[src/rtl/load_store_unit_pkg.sv]
// Shared constants for the load/store path: tag, data and address types,
// the memory-op encoding and a helper giving the byte count of each op.
package load_store_unit_pkg;

  localparam int unsigned ROB_WIDTH = 4;

  typedef logic [ROB_WIDTH-1:0] ROB_TYPE;
  typedef logic [31:0]          DATA_TYPE;
  typedef logic [31:0]          ADDR_TYPE;

  typedef enum logic [2:0] {
    OP_LB  = 3'd0,
    OP_LH  = 3'd1,
    OP_LW  = 3'd2,
    OP_LBU = 3'd3,
    OP_LHU = 3'd4,
    OP_SB  = 3'd5,
    OP_SH  = 3'd6,
    OP_SW  = 3'd7
  } OP_ENUM_TYPE;

  // Number of bytes moved over the byte port for an op.
  function automatic logic [2:0] op_bytes(input OP_ENUM_TYPE op);
    case (op)
      OP_LB, OP_LBU, OP_SB: return 3'd1;
      OP_LH, OP_LHU, OP_SH: return 3'd2;
      default:              return 3'd4;
    endcase
  endfunction

endpackage

[src/rtl/load_store_unit_extend.sv]
// lsu_extend: combinational sign/zero extension of an assembled load value.
//   op  : memory op (selects width and signedness)
//   raw : little-endian assembled bytes, unused upper bytes don't care
//   ext : extended 32-bit result
module lsu_extend
  import load_store_unit_pkg::*;
(
  input  OP_ENUM_TYPE op,
  input  DATA_TYPE    raw,
  output DATA_TYPE    ext
);

  always_comb begin
    ext = raw;
    case (op)
      OP_LB:   ext = {{24{raw[7]}}, raw[7:0]};
      OP_LBU:  ext = {24'd0, raw[7:0]};
      OP_LH:   ext = {{16{raw[15]}}, raw[15:0]};
      OP_LHU:  ext = {16'd0, raw[15:0]};
      default: ext = raw;
    endcase
  end

endmodule

[src/rtl/load_store_unit.sv]
// load_store_unit: moves one load or store at a time over a shared
// byte-wide memory port, one byte per granted cycle, little-endian.
//   clk_in, rst_in (async, active-high), rdy_in (global enable)
//   *_from_lsb : request (valid, direction, op, address, store data, rob tag)
//   busy_to_lsb, end_to_lsb, data_to_lsb : occupancy / completion / load data
//   *_to_cdb   : load result broadcast
//   mem_grant, mem_din, mem_a, mem_dout, mem_wr : byte memory port
//   roll_back_flag_from_rob : squash speculative loads
module load_store_unit
  import load_store_unit_pkg::*;
(
  input  logic        clk_in,
  input  logic        rst_in,
  input  logic        rdy_in,
  input  logic        enable_from_lsb,
  input  logic        read_write_flag_from_lsb,
  input  OP_ENUM_TYPE op_enum_from_lsb,
  input  ADDR_TYPE    object_address_from_lsb,
  input  DATA_TYPE    data_from_lsb,
  input  ROB_TYPE     rob_id_from_lsb,
  output logic        busy_to_lsb,
  output logic        end_to_lsb,
  output DATA_TYPE    data_to_lsb,
  output logic        enable_to_cdb,
  output ROB_TYPE     rob_id_to_cdb,
  output DATA_TYPE    result_to_cdb,
  input  logic        mem_grant,
  input  logic [7:0]  mem_din,
  output ADDR_TYPE    mem_a,
  output logic [7:0]  mem_dout,
  output logic        mem_wr,
  input  logic        roll_back_flag_from_rob
);

  typedef enum logic [1:0] {IDLE, XFER, WAIT_LAST, DONE} state_t;

  state_t      state;
  OP_ENUM_TYPE op_q;
  logic        is_store_q;
  ADDR_TYPE    addr_q;
  DATA_TYPE    data_q;
  ROB_TYPE     rob_q;
  logic [2:0]  k;
  logic [2:0]  n;
  DATA_TYPE    result_q;
  logic        pend;      // a read byte is due on mem_din this cycle
  logic [1:0]  pend_idx;  // which result byte it belongs to

  logic        grant_ok;
  DATA_TYPE    merged;
  DATA_TYPE    ext_result;

  // The port is driven straight from the byte counter so a grant is used in
  // the same cycle it is given; all state behind it is registered.
  assign grant_ok = rdy_in & mem_grant & (state == XFER);
  assign mem_wr   = grant_ok & is_store_q;
  assign mem_a    = addr_q + {29'd0, k};

  always_comb begin
    case (k[1:0])
      2'd0:    mem_dout = data_q[7:0];
      2'd1:    mem_dout = data_q[15:8];
      2'd2:    mem_dout = data_q[23:16];
      default: mem_dout = data_q[31:24];
    endcase
  end

  // Result with the byte arriving this cycle folded in; feeds both the
  // result register and the extender so the final byte reaches the outputs
  // on the same edge that enters DONE.
  always_comb begin
    merged = result_q;
    if (pend) begin
      case (pend_idx)
        2'd0:    merged[7:0]   = mem_din;
        2'd1:    merged[15:8]  = mem_din;
        2'd2:    merged[23:16] = mem_din;
        default: merged[31:24] = mem_din;
      endcase
    end
  end

  lsu_extend u_extend (
    .op  (op_q),
    .raw (merged),
    .ext (ext_result)
  );

  always_ff @(posedge clk_in or posedge rst_in) begin
    if (rst_in) begin
      state         <= IDLE;
      op_q          <= OP_LB;
      is_store_q    <= 1'b0;
      addr_q        <= '0;
      data_q        <= '0;
      rob_q         <= '0;
      k             <= '0;
      n             <= '0;
      result_q      <= '0;
      pend          <= 1'b0;
      pend_idx      <= '0;
      busy_to_lsb   <= 1'b0;
      end_to_lsb    <= 1'b0;
      data_to_lsb   <= '0;
      enable_to_cdb <= 1'b0;
      rob_id_to_cdb <= '0;
      result_to_cdb <= '0;
    end else if (rdy_in) begin
      end_to_lsb    <= 1'b0;
      enable_to_cdb <= 1'b0;
      result_q      <= merged;
      pend          <= 1'b0;
      case (state)
        IDLE: begin
          if (enable_from_lsb && !roll_back_flag_from_rob) begin
            op_q        <= op_enum_from_lsb;
            is_store_q  <= read_write_flag_from_lsb;
            addr_q      <= object_address_from_lsb;
            data_q      <= data_from_lsb;
            rob_q       <= rob_id_from_lsb;
            k           <= '0;
            n           <= op_bytes(op_enum_from_lsb);
            result_q    <= '0;
            busy_to_lsb <= 1'b1;
            state       <= XFER;
          end
        end
        XFER: begin
          if (roll_back_flag_from_rob && !is_store_q) begin
            busy_to_lsb <= 1'b0;
            state       <= IDLE;
          end else if (grant_ok) begin
            k        <= k + 3'd1;
            pend     <= !is_store_q;
            pend_idx <= k[1:0];
            if ((k + 3'd1) == n) begin
              if (is_store_q) begin
                end_to_lsb <= 1'b1;
                state      <= DONE;
              end else begin
                state <= WAIT_LAST;
              end
            end
          end
        end
        WAIT_LAST: begin
          if (roll_back_flag_from_rob) begin
            busy_to_lsb <= 1'b0;
            state       <= IDLE;
          end else begin
            end_to_lsb    <= 1'b1;
            enable_to_cdb <= 1'b1;
            data_to_lsb   <= ext_result;
            result_to_cdb <= ext_result;
            rob_id_to_cdb <= rob_q;
            state         <= DONE;
          end
        end
        default: begin
          busy_to_lsb <= 1'b0;
          state       <= IDLE;
        end
      endcase
    end
  end

endmodule

[config.mk]
export PLATFORM = sky130hd
export DESIGN_NAME = load_store_unit
export DESIGN_NICKNAME = d
export VERILOG_FILES = /design/src/rtl/load_store_unit_pkg.sv /design/src/rtl/load_store_unit_extend.sv /design/src/rtl/load_store_unit.sv
export SDC_FILE = /design/constraint.sdc
export NUM_CORES = 1
export LEC_CHECK = 0
export ABC_CLOCK_PERIOD_IN_PS = 8800
export BUFFER_PORTS_ARGS = -buffer_cell sky130_fd_sc_hd__clkbuf_2
export CAP_MARGIN = 20
export CORE_MARGIN = 4
export CORE_UTILIZATION = 57
export DETAILED_ROUTE_END_ITERATION = 8
export HOLD_SLACK_MARGIN = 0.1
export PLACE_DENSITY = 0.85
export SLEW_MARGIN = 5
export SYNTH_ARGS = -nofsm -noshare
export SYNTH_HDL_FRONTEND = slang
export SYNTH_SLANG_ARGS = --single-unit
[constraint.sdc]
create_clock -name clk_in -period 8.8 [get_ports clk_in]
set_clock_uncertainty 0.2 [all_clocks]
set_input_delay 0.44 -clock clk_in [delete_from_list [all_inputs] [get_ports clk_in]]
set_output_delay 0.44 -clock clk_in [all_outputs]
set_load 0.02 [all_outputs]
* Yosys cells after proc, flatten, opt, wreduce, memory -nomap -nowiden
Index checks and enable logic that the tools add are counted.
** Word-level totals
- Register bits after elaboration :: 154
- Word-level logic and storage cells :: 99
** Cells by class
- Add/subtract/negate cells :: 2
- Equality and inequality tests :: 22
- Bitwise logic cells :: 5
- Reduce and logical (&&, ||, !) cells :: 19
- Muxes and demuxes :: 35
** Operator list (count)
- $pmux 32 s4 :: 1
- $mux 32 :: 3
- $add 32x3->32 :: 1
- $mux 8 :: 4
- $pmux 8 s3 :: 1
- $mux 1 :: 13
- $eq 3x3->1 const B :: 4
- $pmux 3 s2 :: 2
- $reduce_and 4->1 :: 3
- $mux 2 :: 5
- $mux 3 :: 3
- $reduce_or 3->1 :: 3
- $ne 2x2->1 const B :: 4
- $eq 2x1->1 const B :: 3
- $eq 2x2->1 const B :: 3
- $eq 3x1->1 const B :: 2
- $eq 3x2->1 const B :: 2
- $logic_not 2->1 :: 3
- $logic_not 3->1 :: 2
- $pmux 2 s3 :: 1
- $reduce_and 3->1 :: 2
- $reduce_and 5->1 :: 1
- $add 3x1->3 const B :: 1
- $and 1x1->1 :: 3
- 10 further kinds :: 13

* Longest topological paths before layout
Gate-level depths: netlist of the first run.
- Depth after elaboration :: 6
- Mapped depth :: 8
- Depth with buffers taken out :: 8

* Hierarchy
From an unflattened synthesis of the first run, not the netlist that was laid out.
** Second synthesis, totals
- Cell total of the unflattened synthesis :: 726
- Area, all modules :: 8022.7 sq um
** Modules (own cells, without submodules)
- load_store_unit :: area an instance 7594.8 sq um, instances 1, cells an instance 652
- lsu_extend :: area an instance 427.9 sq um, instances 1, cells an instance 74

* Worst setup path after synthesis of the first run
No wires, ideal clock.
- Kind :: register -> output
- From :: reg k[0]
- To :: out mem_a[28]
- Stages on the path, launching flop included :: 9
- Path buffers :: 0
- Arrival time :: 2378 ps
- Setup slack :: 5782 ps
- Required time :: 8160 ps
- Cells stage by stage :: dfrtp_1 -> ha_1 -> inv_1 -> fa_1 -> nand2b_1 -> a211oi_4 -> nand4_1 -> nor3_2 -> xor2_1
** On the way
- Cells in the longest elaborated chain, start to end :: 1
** RTL lines
- from (decl) :: line load_store_unit.sv:43 : logic [2:0] k;
- from (signal assigned) :: line load_store_unit.sv:133 : k <= k + 3'd1;
- $add 32x3->32 :: line load_store_unit.sv:57 : assign mem_a = addr_q + {29'd0, k};
- to (decl) :: line load_store_unit.sv:29 : output ADDR_TYPE mem_a,
Every way passes these cells.

* Worst setup path in the final report of the first run
- From :: reg k[0]
- To :: out mem_a[30]
The elaborated chain is that of the path after synthesis.

==> summary.md, run 1 <==
| Metric | Value |
|---|---|
| Hold EP | `result_q[3]` |
| Worst r2r src | `pend_idx[0]` |
| Post-layout minimum cycle time | `about 3.9 ns` |
| P_sw | `about 1.4 mW` |
| Final Cell Area | `9850 sq um` |
| Main synth FF type | `dfrtp_1` |
| Max IR drop VDD | `0.220 mV` |
| Fill count | `825` |
| Post-CTS setup buffers | `0` |
| Clk pwr share | `21.6%` |
| Synthesized cell area | `7590 sq um` |
| Setup slack, reg-to-reg | `a little under 6 ns` |
| Period utilisation layout | `44.3%` |
| Syn. warnings | `0` |
| Synth cell types | `48` |
| Largest net degree at the start of global routing | `90` |
| Largest cells by area after synthesis | `dfrtp_1 (51%), mux2_2 (11%), mux2i_1 (5.4%), buf_4 (3.4%), xnor2_1 (2.9%)` |
| Sequential area share after synthesis | `about half` |
| Number of CTS-inserted buffers | `17` |
| Synth cell count leaders | `dfrtp_1 (154), mux2_2 (76), nand2_1 (52)` |
| First-pass GRT wire length | `31,300 um` |
| Critical Path RT | `8.16 ns` |
| Dpl cell area | `8450 sq um` |
| Wire per inst | `17.6 um` |
| Resized cells post-CTS | `0` |
| Slew @ Worst Pin | `1.11 ns` |
| Clock root cell | `clkbuf_16` |
| RSZ-0062 raised after global routing | `false` |
| All-Layer GR Usage | `between 20% and 30%` |
| Share of total power in sequential cells | `36.7%` |
| # port buffers | `197` |
| Hold wc startpoint | `mem_din[3]` |
| Top Layer Used | `met4` |
| Met1 WL | `7220 um` |
| Setup crit start | `k[0]` |
| Internal power | `roughly 2.1 mW` |
| FF-to-FF End | `result_to_cdb[31]` |
| # nets final | `998` |
| Final hold viol count | `0` |
| H-tree Lvls | `4` |
| Syn Area/Cell | `11.3 sq um` |
| Final WL | `19,100 um` |
| Initial antenna violation count | `1` |
| Worst hold slack | `between 0.15 and 0.2 ns` |
| Number of synthesized register bits | `154` |
| Vias in the first global route | `6,363` |
| Detailed placement HPWL | `12,500 um` |
| Top cell type by total area after synthesis | `dfrtp_1` |
| CP Launch Type | `flop` |
| Status | `finished clean` |
| R2R depth | `5` |
| Leak | `4.81 nW` |
| Setup TNS | `0 ns` |
| Post-synth EDFFs | `0` |
| Gpl congestion | `approximately 0.84` |
| Clock sinks | `between 150 and 200` |
| Peak Freq | `256 MHz` |
| Final setup fails | `0` |
| Post-synth top area share | `50.8%` |
| Tightest Hold Check Type | `primary input to flop` |
| DR vias/cell | `between 5 and 6` |
| Worst skew pair latency | `0.42 ns` |
| WL met3 | `1170 um` |
| Setup CP Type | `flop to primary output` |
| Reg area | `3850 sq um` |
| Rows | `between 40 and 50` |
| Antenna Nets Post-Route | `0` |
| Switching part of the total | `around 40%` |
| Crit path DAT | `3.26 ns` |
| # IOs | `198` |
| Die H | `123 um` |
| CTS tree | `built` |
| Clock buffer depth | `2` |
| Die W | `around 120 um` |
| Net Count, Synth | `768` |
| Starting Density | `59.2%` |
| DRC errors left | `0` |
| Most numerous cell in the Yosys netlist | `dfrtp_1` |
| Hold buffers post-CTS | `71` |
| Core area | `12,800 sq um` |
| Total number of vias | `6,039` |
| Share of cells above drive strength 1 | `between 30% and 40%` |
| Synth-to-Final Area Change | `29.8%` |
| Crit end category | `primary output` |
| Max-slew violations | `0` |
| 1st-iter DRT viols | `380` |
| Pre-antenna DRT Iters | `7` |
| Clk slew on worst S/H paths | `about 0.06 ns` |
| Power Density | `roughly 350 nW/um^2` |
| Async SR Flop Fraction | `100%` |
| WL met2 | `approximately 10000 um` |
| Max_slew headroom | `26.2%` |
| WHS Path Cells | `2` |
| Power Total | `between 3 and 4 mW` |
| Grt total ovfl | `0` |
| Crit path max fanout | `8` |
| Max-Cap Viols | `0` |
| Mapped Cells | `669` |
| DIE AREA | `about 15,000 sq um` |
| Combinational power share | `41.7%` |
| Area of the multi-input gates | `3190 sq um` |
[metrics by stage]
stage,utilization (%),std cells,setup slack [ns]
2_1_floorplan,-,669,4.01
3_3_place_gp,65.9,977,5.42
3_5_place_dp,65.9,977,5.19
4_1_cts,76.2,1079,4.96
5_1_grt,76.8,1084,4.75
6_report,76.8,1084,4.90
[worst max path at each step]
stage / cells after the start / end
after CTS: 9 / mem_a[26]
after floorplan: 1 / addr_q[0]
after detailed placement: 5 / result_to_cdb[19]
after global routing: 9 / mem_a[30]
after global placement: 5 / result_to_cdb[31]
final: 9 / mem_a[30]
[state kept, by name, indices dropped and copies added (netlist names), 3 cells and up]
| name | cells |
|---|---|
| addr_q | 32 |
| data_q | 32 |
| result_q | 32 |
| result_to_cdb | 32 |
| rob_id_to_cdb | 4 |
| rob_q | 4 |
| k | 3 |
| n | 3 |
| op_q | 3 |
[layout by cell type (no fill, tap or decap), types with 2 or more instances in the layout]
| cell | synthesis | routed |
|---|---|---|
| clkbuf_2 | 0 | 197 |
| dfrtp_1 | 154 | 154 |
| mux2_2 | 76 | 76 |
| dlygate4sd3_1 | 0 | 71 |
| nand2_1 | 52 | 52 |
| inv_1 | 50 | 49 |
| mux2i_1 | 41 | 41 |
| nor2_1 | 32 | 32 |
| o22ai_1 | 27 | 27 |
| xnor2_1 | 25 | 25 |
| clkbuf_16 | 0 | 18 |
| o211ai_1 | 17 | 17 |
| a21oi_1 | 16 | 16 |
| ha_1 | 12 | 12 |
| xor2_1 | 11 | 11 |
| nand3_1 | 11 | 10 |
| o22a_1 | 9 | 9 |
| a222oi_1 | 8 | 8 |
| nand4_1 | 8 | 8 |
| o21ai_0 | 8 | 8 |
| a22o_1 | 7 | 7 |
| and4_1 | 5 | 5 |
| nand2b_1 | 4 | 4 |
| nor3_1 | 4 | 4 |
| nor2b_1 | 4 | 4 |
| and3_1 | 3 | 3 |
| clkinv_2 | 0 | 3 |
| bufinv_16 | 0 | 3 |
| clkbuf_8 | 0 | 3 |
| clkinvlp_4 | 0 | 3 |
| and2_1 | 2 | 2 |
| nand3b_1 | 2 | 2 |
| clkinv_4 | 0 | 2 |
[final cells by class]
cell class / count / area share (%)
multi-input cells: 403 / 32.4
diodes: 1 / 0.0254
inverters: 50 / 1.96
clock inverters: 11 / 1.47
flip-flops and latches: 154 / 39.1
clock buffers: 20 / 4.74
repair buffers: 273 / 18.1
well taps: 172 / 2.18
[power groups by stage]
stage	clock network (mW)	logic (mW)	registers, mW
4_1_cts	0.760	1.44	1.27
2_1_floorplan	0	0.982	1.31
5_1_grt	0.794	1.58	1.31
6_report	0.749	1.45	1.27
3_5_place_dp	0	1.40	1.28
3_3_place_gp	0	1.36	1.25
[layer usage]
layer,up-vias,global-route usage (%)
li1,2780,-
met1,2924,30.4
met2,268,45.8
met3,67,6.36
met4,0,13.8
met5,-,0
[cells by family after synthesis]
family,after synthesis,share of synthesized area (%)
DFF,154,50.8
and+or+nand+nor,134,8.82
muxes,118,16.9
buffers and inverters,112,7.29
AOI/OAI and AO/OA,102,9.84
xor gates and xnor gates,36,4.15
adders and majority gates,13,2.24
[critical path: stages, from the launching register on]
cell and delay, ns:
dfrtp_1 0.51, ha_1 0.26, inv_1 0.07, fa_1 0.40
nand2b_1 0.22, a211oi_4 0.44, nand4_1 0.33, nor2_1 0.21
xor2_1 0.20, clkbuf_2 0.20
Power figures use the tool's default switching activity.
==> run 2: changes to the inputs <==
ABC_AREA = 1   (was unset)
ABC_CLOCK_PERIOD_IN_PS = 4000   (was 8800)
CORE_UTILIZATION = 54   (was 57)
PLACE_DENSITY = 0.8   (was 0.85)
clock period = 4 ns   (was 8.8 ns; I/O delays follow)
==> summary.md, run 2 <==
| Metric | Value |
|---|---|
| # port buffers | `197 (unchanged)` |
| Clock root cell | `clkbuf_16 (unchanged)` |
| CTS tree | `built (unchanged)` |
| Crit end category | `primary output (unchanged)` |
| Commonest non-fill, non-tap cell in the layout | `nand2_1 (was clkbuf_2)` |
| Period utilisation layout | `81.8%` |
| Synth cell types | `35 (was 48)` |
| Slew @ Worst Pin | `0.921 ns (was 1.11 ns)` |
| Synthesized cell area | `8210 sq um (was 7590 sq um)` |
| Switching part of the total | `42.9% (was 40.1%)` |
| Crit path max fanout | `7 (was 8)` |
| Core area | `14,700 sq um (was 12,800 sq um)` |
| Met2 Use GR | `43.5% (was 45.8%)` |
| RSZ-0062 raised after global routing | `false (unchanged)` |
| Wire per inst | `14.5 um (was 17.6 um)` |
| Final setup fails | `0 (unchanged)` |
| 1st-iter DRT viols | `643 (was 380)` |
| Clk slew on worst S/H paths | `0.06 ns (about the same)` |
| Largest cells by area after synthesis | `dfrtp_1 (47%), nand2_1 (20%), inv_1 (4.8%), o21ai_0 (4.7%), buf_4 (3.7%) (was dfrtp_1 (51%), mux2_2 (11%), mux2i_1 (5.4%), buf_4 (3.4%), xnor2_1 (2.9%))` |
| Mapped Cells | `1,083 (was 669)` |
| # nets final | `1,418 (was 998)` |
| Die W | `131 um (was 123 um)` |
| First-pass GRT wire length | `36,400 um (was 31,300 um)` |
| Worst skew pair latency | `0.42 ns (about the same)` |
| Setup TNS | `0 ns (unchanged)` |
| Net Count, Synth | `1,182 (was 768)` |
| DR vias/cell | `5.16 (was 5.57)` |
| Clock sinks | `154 (unchanged)` |
| Tightest Hold Check Type | `primary input to flop (unchanged)` |
| Syn. warnings | `0 (unchanged)` |
| Hold buffers post-CTS | `84 (was 71)` |
| DRC errors left | `0 (unchanged)` |
| CP Launch Type | `flop (unchanged)` |
| Number of synthesized register bits | `154 (unchanged)` |
| Routing usage on met3 | `4.74% (was 6.36%)` |
| Post-synth EDFFs | `0 (unchanged)` |
| H-tree Lvls | `4 (unchanged)` |
| Detailed placement HPWL | `14,800 um (was 12,500 um)` |
| Largest net degree at the start of global routing | `87 (was 90)` |
| Crit path DAT | `2.87 ns (was 3.26 ns)` |
| # IOs | `198 (unchanged)` |
| Post-place setup slack | `1.17 ns (was 5.19 ns)` |
| Peak Freq | `306 MHz` |
| Max_slew headroom | `38.5% (was 26.2%)` |
| Die H | `131 um (was 123 um)` |
| # diodes | `0 (was 1)` |
| Setup CP Type | `flop to primary output (unchanged)` |
| Gpl congestion | `0.921 (was 0.837)` |
| Rows | `44 (was 41)` |
| Sequential area share after synthesis | `46.9% (was 50.8%)` |
| Resized cells post-CTS | `0 (unchanged)` |
| Total number of vias | `7,816 (was 6,039)` |
| Fill count | `1,136 (was 825)` |
| Post-layout minimum cycle time | `3.27 ns` |
| Async SR Flop Fraction | `100% (unchanged)` |
| GR peak layer | `met2 (unchanged)` |
| Dpl cells | `1,400 (was 977)` |
| Leak | `5.57 nW (was 4.81 nW)` |
| Critical Path RT | `3.60 ns (was 8.16 ns)` |
| Final WL | `22,000 um (was 19,100 um)` |
| Max IR drop VDD | `0.432 mV (was 0.220 mV)` |
| Final hold viol count | `0 (unchanged)` |
| Synth cell count leaders | `nand2_1 (427), dfrtp_1 (154), inv_1 (105) (was dfrtp_1 (154), mux2_2 (76), nand2_1 (52))` |
| Grt total ovfl | `0 (unchanged)` |
| Number of CTS-inserted buffers | `17 (unchanged)` |
| Pre-antenna DRT Iters | `6 (was 7)` |
| Combinational power share | `42.8% (was 41.7%)` |
| DIE AREA | `17,200 sq um (was 15,200 sq um)` |
| Most frequent cells in the layout | `nand2_1 (427), clkbuf_2 (197), dfrtp_1 (154) (was clkbuf_2 (197), dfrtp_1 (154), mux2_2 (76))` |
| Post-CTS setup buffers | `0 (unchanged)` |
| Internal power | `4.42 mW (was 2.08 mW)` |
| Met1 GRT Util | `32.9% (was 30.4%)` |
| All-Layer GR Usage | `25.7% (was 26.5%)` |
| Max-Cap Viols | `0 (unchanged)` |
| Synth-to-Final Area Change | `28.2% (was 29.8%)` |
| Clk pwr share | `22.1% (was 21.6%)` |
| Clock buffer depth | `2 (unchanged)` |
| Status | `finished clean (unchanged)` |
| Final worst slack | `0.728 ns (was 4.90 ns)` |
| Vias in the first global route | `7,571 (was 6,363)` |
| Antenna Nets Post-Route | `0 (unchanged)` |
| Starting Density | `55.9% (was 59.2%)` |
| Final Non-Filler Cells | `1,516 (was 1,084)` |
| P_sw | `3.31 mW (was 1.39 mW)` |
| Main synth FF type | `dfrtp_1 (unchanged)` |
| Power Density | `734 nW/um^2 (was 352 nW/um^2)` |
| Top cell type by total area after synthesis | `dfrtp_1 (unchanged)` |
| Post-synth top area share | `46.9% (was 50.8%)` |
| Syn Area/Cell | `7.58 sq um (was 11.3 sq um)` |
| Initial antenna violation count | `0 (was 1)` |
| Most numerous cell in the Yosys netlist | `nand2_1 (was dfrtp_1)` |
| Share of total power in sequential cells | `35.1% (was 36.7%)` |
| Max-slew violations | `0 (unchanged)` |
| Share of cells above drive strength 1 | `20.6% (was 35.0%)` |
[run 2: power groups by stage]
stage | Sequential [mW] | Clock [mW] | Combinational, mW
6_report | 2.71 | 1.71 | 3.31
5_1_grt | 2.81 | 1.81 | 3.64
4_1_cts | 2.71 | 1.73 | 3.31
3_5_place_dp | 2.72 | 0 | 3.23
3_3_place_gp | 2.70 | 0 | 3.15
2_1_floorplan | 2.82 | 0 | 2.25
[run 2: kinds of logic after synthesis]
logic type	synth area share (%)
flops	46.9
simple gates	29.8
fa+ha+maj	2.07
xor+xnor	2.13
compound gates	8.73
buf+inv	10.3
[run 2: area by class of cell]
type                       instances  area (sq um)  share of cell area (%)
inverter                         107           405                    3.85
clock buffer                      24           502                    4.76
sequential                       154          3850                    36.6
timing repair buffer             287          1900                    18.0
multi-input combinational        752          3520                    33.4
tap                              184           230                    2.19
clock inverter                     8           130                    1.24
[run 2: path summary, 6_finish.rpt]
check / startpoint / end / slack, ns / cells past startpoint
max: k[0] / mem_a[18] / 0.73 / 12
min: enable_from_lsb / data_q[13] / 0.14 / 5
max reg2reg: state[1] / data_q[16] / 1.32 / 8
min reg2reg: data_q[2] / data_q[2] / 0.27 / 2
max in group asynchronous: rst_in / state[1] / 2.37 / 4
min in group asynchronous: rst_in / result_q[1] / 0.31 / 3
[run 2: layer usage]
metal	part of all wire (%)	vias to the layer above
met1	42	3600
li1	-	3836
met5	0	-
met3	5.7	52
met2	49	328
met4	2.7	0
[run 2: per-stage QoR]
stage | hold WS, ns | instance area [sq um] | util, % | power [mW]
global route | 0.152 | 10500 | 71.7 | 8.26
global placement | 0.202 | 9060 | 61.6 | 5.86
CTS | 0.117 | 10500 | 71.7 | 7.75
detailed placement | 0.204 | 9060 | 61.6 | 5.95
floorplan | 0.110 | 8220 | - | 5.07
finish | 0.144 | 10500 | 71.7 | 7.73
[run 2: worst max-delay path, stage by stage, from the launching register on]
cell and delay, ns:
dfrtp_1 0.49, ha_1 0.23, inv_1 0.06, fa_1 0.40, inv_1 0.10, nand2_1 0.07, nand2_1 0.07, nand2_1 0.12
nor2_1 0.28, nand2_1 0.17, o21ai_0 0.21, nand2_1 0.08, clkbuf_2 0.16
==> run 3: changes to the inputs <==
ABC_CLOCK_PERIOD_IN_PS = 2800   (was 4000)
CORE_UTILIZATION = 49   (was 54)
PLACE_DENSITY = 0.77   (was 0.8)
clock period = 2.8 ns   (was 4 ns; I/O delays follow)
==> summary.md, run 3 (synthesis gave the netlist of run 2 again) <==
| Metric | Value |
|---|---|
| RSZ-0062 raised after global routing | `true (was false)` |
| Setup slack, reg-to-reg | `0.12 ns (was 1.32 ns)` |
| Gpl congestion | `0.956 (was 0.921)` |
| Vias in the first global route | `7,633 (was 7,571)` |
| DRC errors left | `0 (unchanged)` |
| Setup CP Type | `flop to primary output (unchanged)` |
| Max_slew headroom | `45.8% (was 38.5%)` |
| Dpl cells | `1,450 (was 1,400)` |
| Clock root cell | `clkbuf_16 (unchanged)` |
| Final Non-Filler Cells | `1,579 (was 1,516)` |
| Setup TNS | `0 ns (unchanged)` |
| Final hold viol count | `0 (unchanged)` |
| Worst hold slack | `0.210 ns (was 0.144 ns)` |
| # IOs | `198 (unchanged)` |
| # port buffers | `197 (unchanged)` |
| DR vias/cell | `4.95 (was 5.16)` |
| 1st-iter DRT viols | `535 (was 643)` |
| # diodes | `0 (unchanged)` |
| Die W | `137 um (was 131 um)` |
| CP Launch Type | `flop (unchanged)` |
| Most frequent cells in the layout | `nand2_1 (425), clkbuf_2 (194), dfrtp_1 (154) (was nand2_1 (427), clkbuf_2 (197), dfrtp_1 (154))` |
| Clock sinks | `154 (unchanged)` |
| Number of CTS-inserted buffers | `17 (unchanged)` |
| Critical Path RT | `2.46 ns (was 3.60 ns)` |
| Share of cells above drive strength 1 | `22.8% (was 20.6%)` |
| Crit end category | `primary output (unchanged)` |
| Pre-antenna DRT Iters | `5 (was 6)` |
| Max-slew violations | `0 (unchanged)` |
| Worst skew pair latency | `0.42 ns (about the same)` |
| Rows | `47 (was 44)` |
| All-Layer GR Usage | `24.8% (was 25.7%)` |
| Starting Density | `49.7% (was 55.9%)` |
| Synth-to-Final Area Change | `32.5% (was 28.2%)` |
| Combinational power share | `43.5% (was 42.8%)` |
| Largest net degree at the start of global routing | `48 (was 87)` |
| Post-layout minimum cycle time | `approximately 2.7 ns` |
| Antenna Nets Post-Route | `0 (unchanged)` |
| Max IR drop VDD | `0.603 mV (was 0.432 mV)` |
| Slew @ Worst Pin | `0.811 ns (was 0.921 ns)` |
| Core area | `16,500 sq um (was 14,700 sq um)` |
| CTS tree | `built (unchanged)` |
| Peak Freq | `approximately 360 MHz` |
| # nets final | `1,445 (was 1,418)` |
| Switching part of the total | `43.5% (was 42.9%)` |
| Post-layout util | `65.9% (was 71.7%)` |
| First-pass GRT wire length | `37,000 um (was 36,400 um)` |
| Power Density | `1030 nW/um^2 (was 734 nW/um^2)` |
| Initial antenna violation count | `0 (unchanged)` |
| Internal power | `6.31 mW (was 4.42 mW)` |
| Final WL | `22,700 um (was 22,000 um)` |
| Worst r2r src | `state[1] (unchanged)` |
| Final setup fails | `0 (unchanged)` |
| Grt total ovfl | `0 (unchanged)` |
| Max-Cap Viols | `0 (unchanged)` |
| Clock buffer depth | `2 (unchanged)` |
| H-tree Lvls | `4 (unchanged)` |
| DIE AREA | `18,900 sq um (was 17,200 sq um)` |
| Commonest non-fill, non-tap cell in the layout | `nand2_1 (unchanged)` |
| Status | `finished clean (unchanged)` |
| R2R depth | `8 (unchanged)` |
| Tightest Hold Check Type | `primary input to async pin (was primary input to flop)` |
| Crit path max fanout | `3 (was 7)` |
| Die H | `137 um (was 131 um)` |
| Period utilisation layout | `98.2%` |
| Total number of vias | `7,812 (was 7,816)` |
| Leak | `5.71 nW (was 5.57 nW)` |
| Wire per inst | `14.4 um (was 14.5 um)` |
| P_sw | `4.86 mW (was 3.31 mW)` |
| Clk slew on worst S/H paths | `0.06 ns (about the same)` |
| Crit path DAT | `2.41 ns (was 2.87 ns)` |
| FF-to-FF End | `is_store_q (was data_q[16])` |
| Detailed placement HPWL | `15,700 um (was 14,800 um)` |
| Share of total power in sequential cells | `34.7% (was 35.1%)` |
| Clk pwr share | `21.8% (was 22.1%)` |
run 3: repair_timing:
item	in CTS	in global routing
resized for setup	4	17
setup buffers	2	5
hold endpoints to repair	157	0
pin swaps	1	4
setup endpoints to repair	5	17
hold buffers	90	0
run 3: per-stage QoR:
step / power, mW / area (sq um) / setup slack, ns
final: 11.2 / 10900 / 0.0500
after global routing: 12.0 / 10900 / -0.0493
after CTS: 11.2 / 10800 / 0.00359
after detailed placement: 8.55 / 9250 / 0.287
after global placement: 8.46 / 9250 / 0.386
after floorplan: 7.24 / 8220 / 0.443
run 3: layout make-up:
type	instances	area, sq um
Multi-Input combinational cell	752	3570
Timing Repair Buffer	314	2160
Clock buffer	18	439
Fill cell	1391	5640
Inverter	107	405
Tap cell	220	275
Sequential cell	154	3850
Clock inverter	14	184
run 3: power groups by stage:
stage	Combinational, mW	Clock (mW)	Sequential, mW
finish	4.85	2.44	3.88
global route	5.40	2.58	4.00
floorplan	3.21	0	4.03
global placement	4.61	0	3.85
detailed placement	4.66	0	3.89
CTS	4.82	2.48	3.86
run 3: worst max path at each step:
| stage | end | slack, ns | start | cells after the start |
|---|---|---|---|---|
| 2_1_floorplan | mem_a[14] | 0.44 | k[0] | 9 |
| 3_3_place_gp | mem_a[14] | 0.39 | k[1] | 9 |
| 3_5_place_dp | mem_a[14] | 0.29 | k[1] | 9 |
| 4_1_cts | mem_a[18] | 0.004 | addr_q[0] | 12 |
| 5_1_grt | mem_a[14] | -0.05 | addr_q[0] | 10 |
| 6_report | mem_a[30] | 0.05 | addr_q[0] | 12 |
run 3: critical path, cell delays in order, from the launching register on:
cell	delay (ns)
dfrtp_1	0.36
ha_1	0.17
inv_1	0.06
fa_2	0.37
inv_2	0.07
nand2_1	0.08
a21oi_2	0.19
nand3_2	0.16
nor2_4	0.19
nand2_1	0.07
nand2_1	0.08
nand2_1	0.06
buf_4	0.15
run 3: per-layer routing:
layer	vias up	GRT usage (%)	part of all wire, %
met5	-	0	0
li1	3885	-	-
met1	3564	32.0	43
met4	0	9.92	3.0
met3	52	5.41	6.8
met2	311	40.5	47
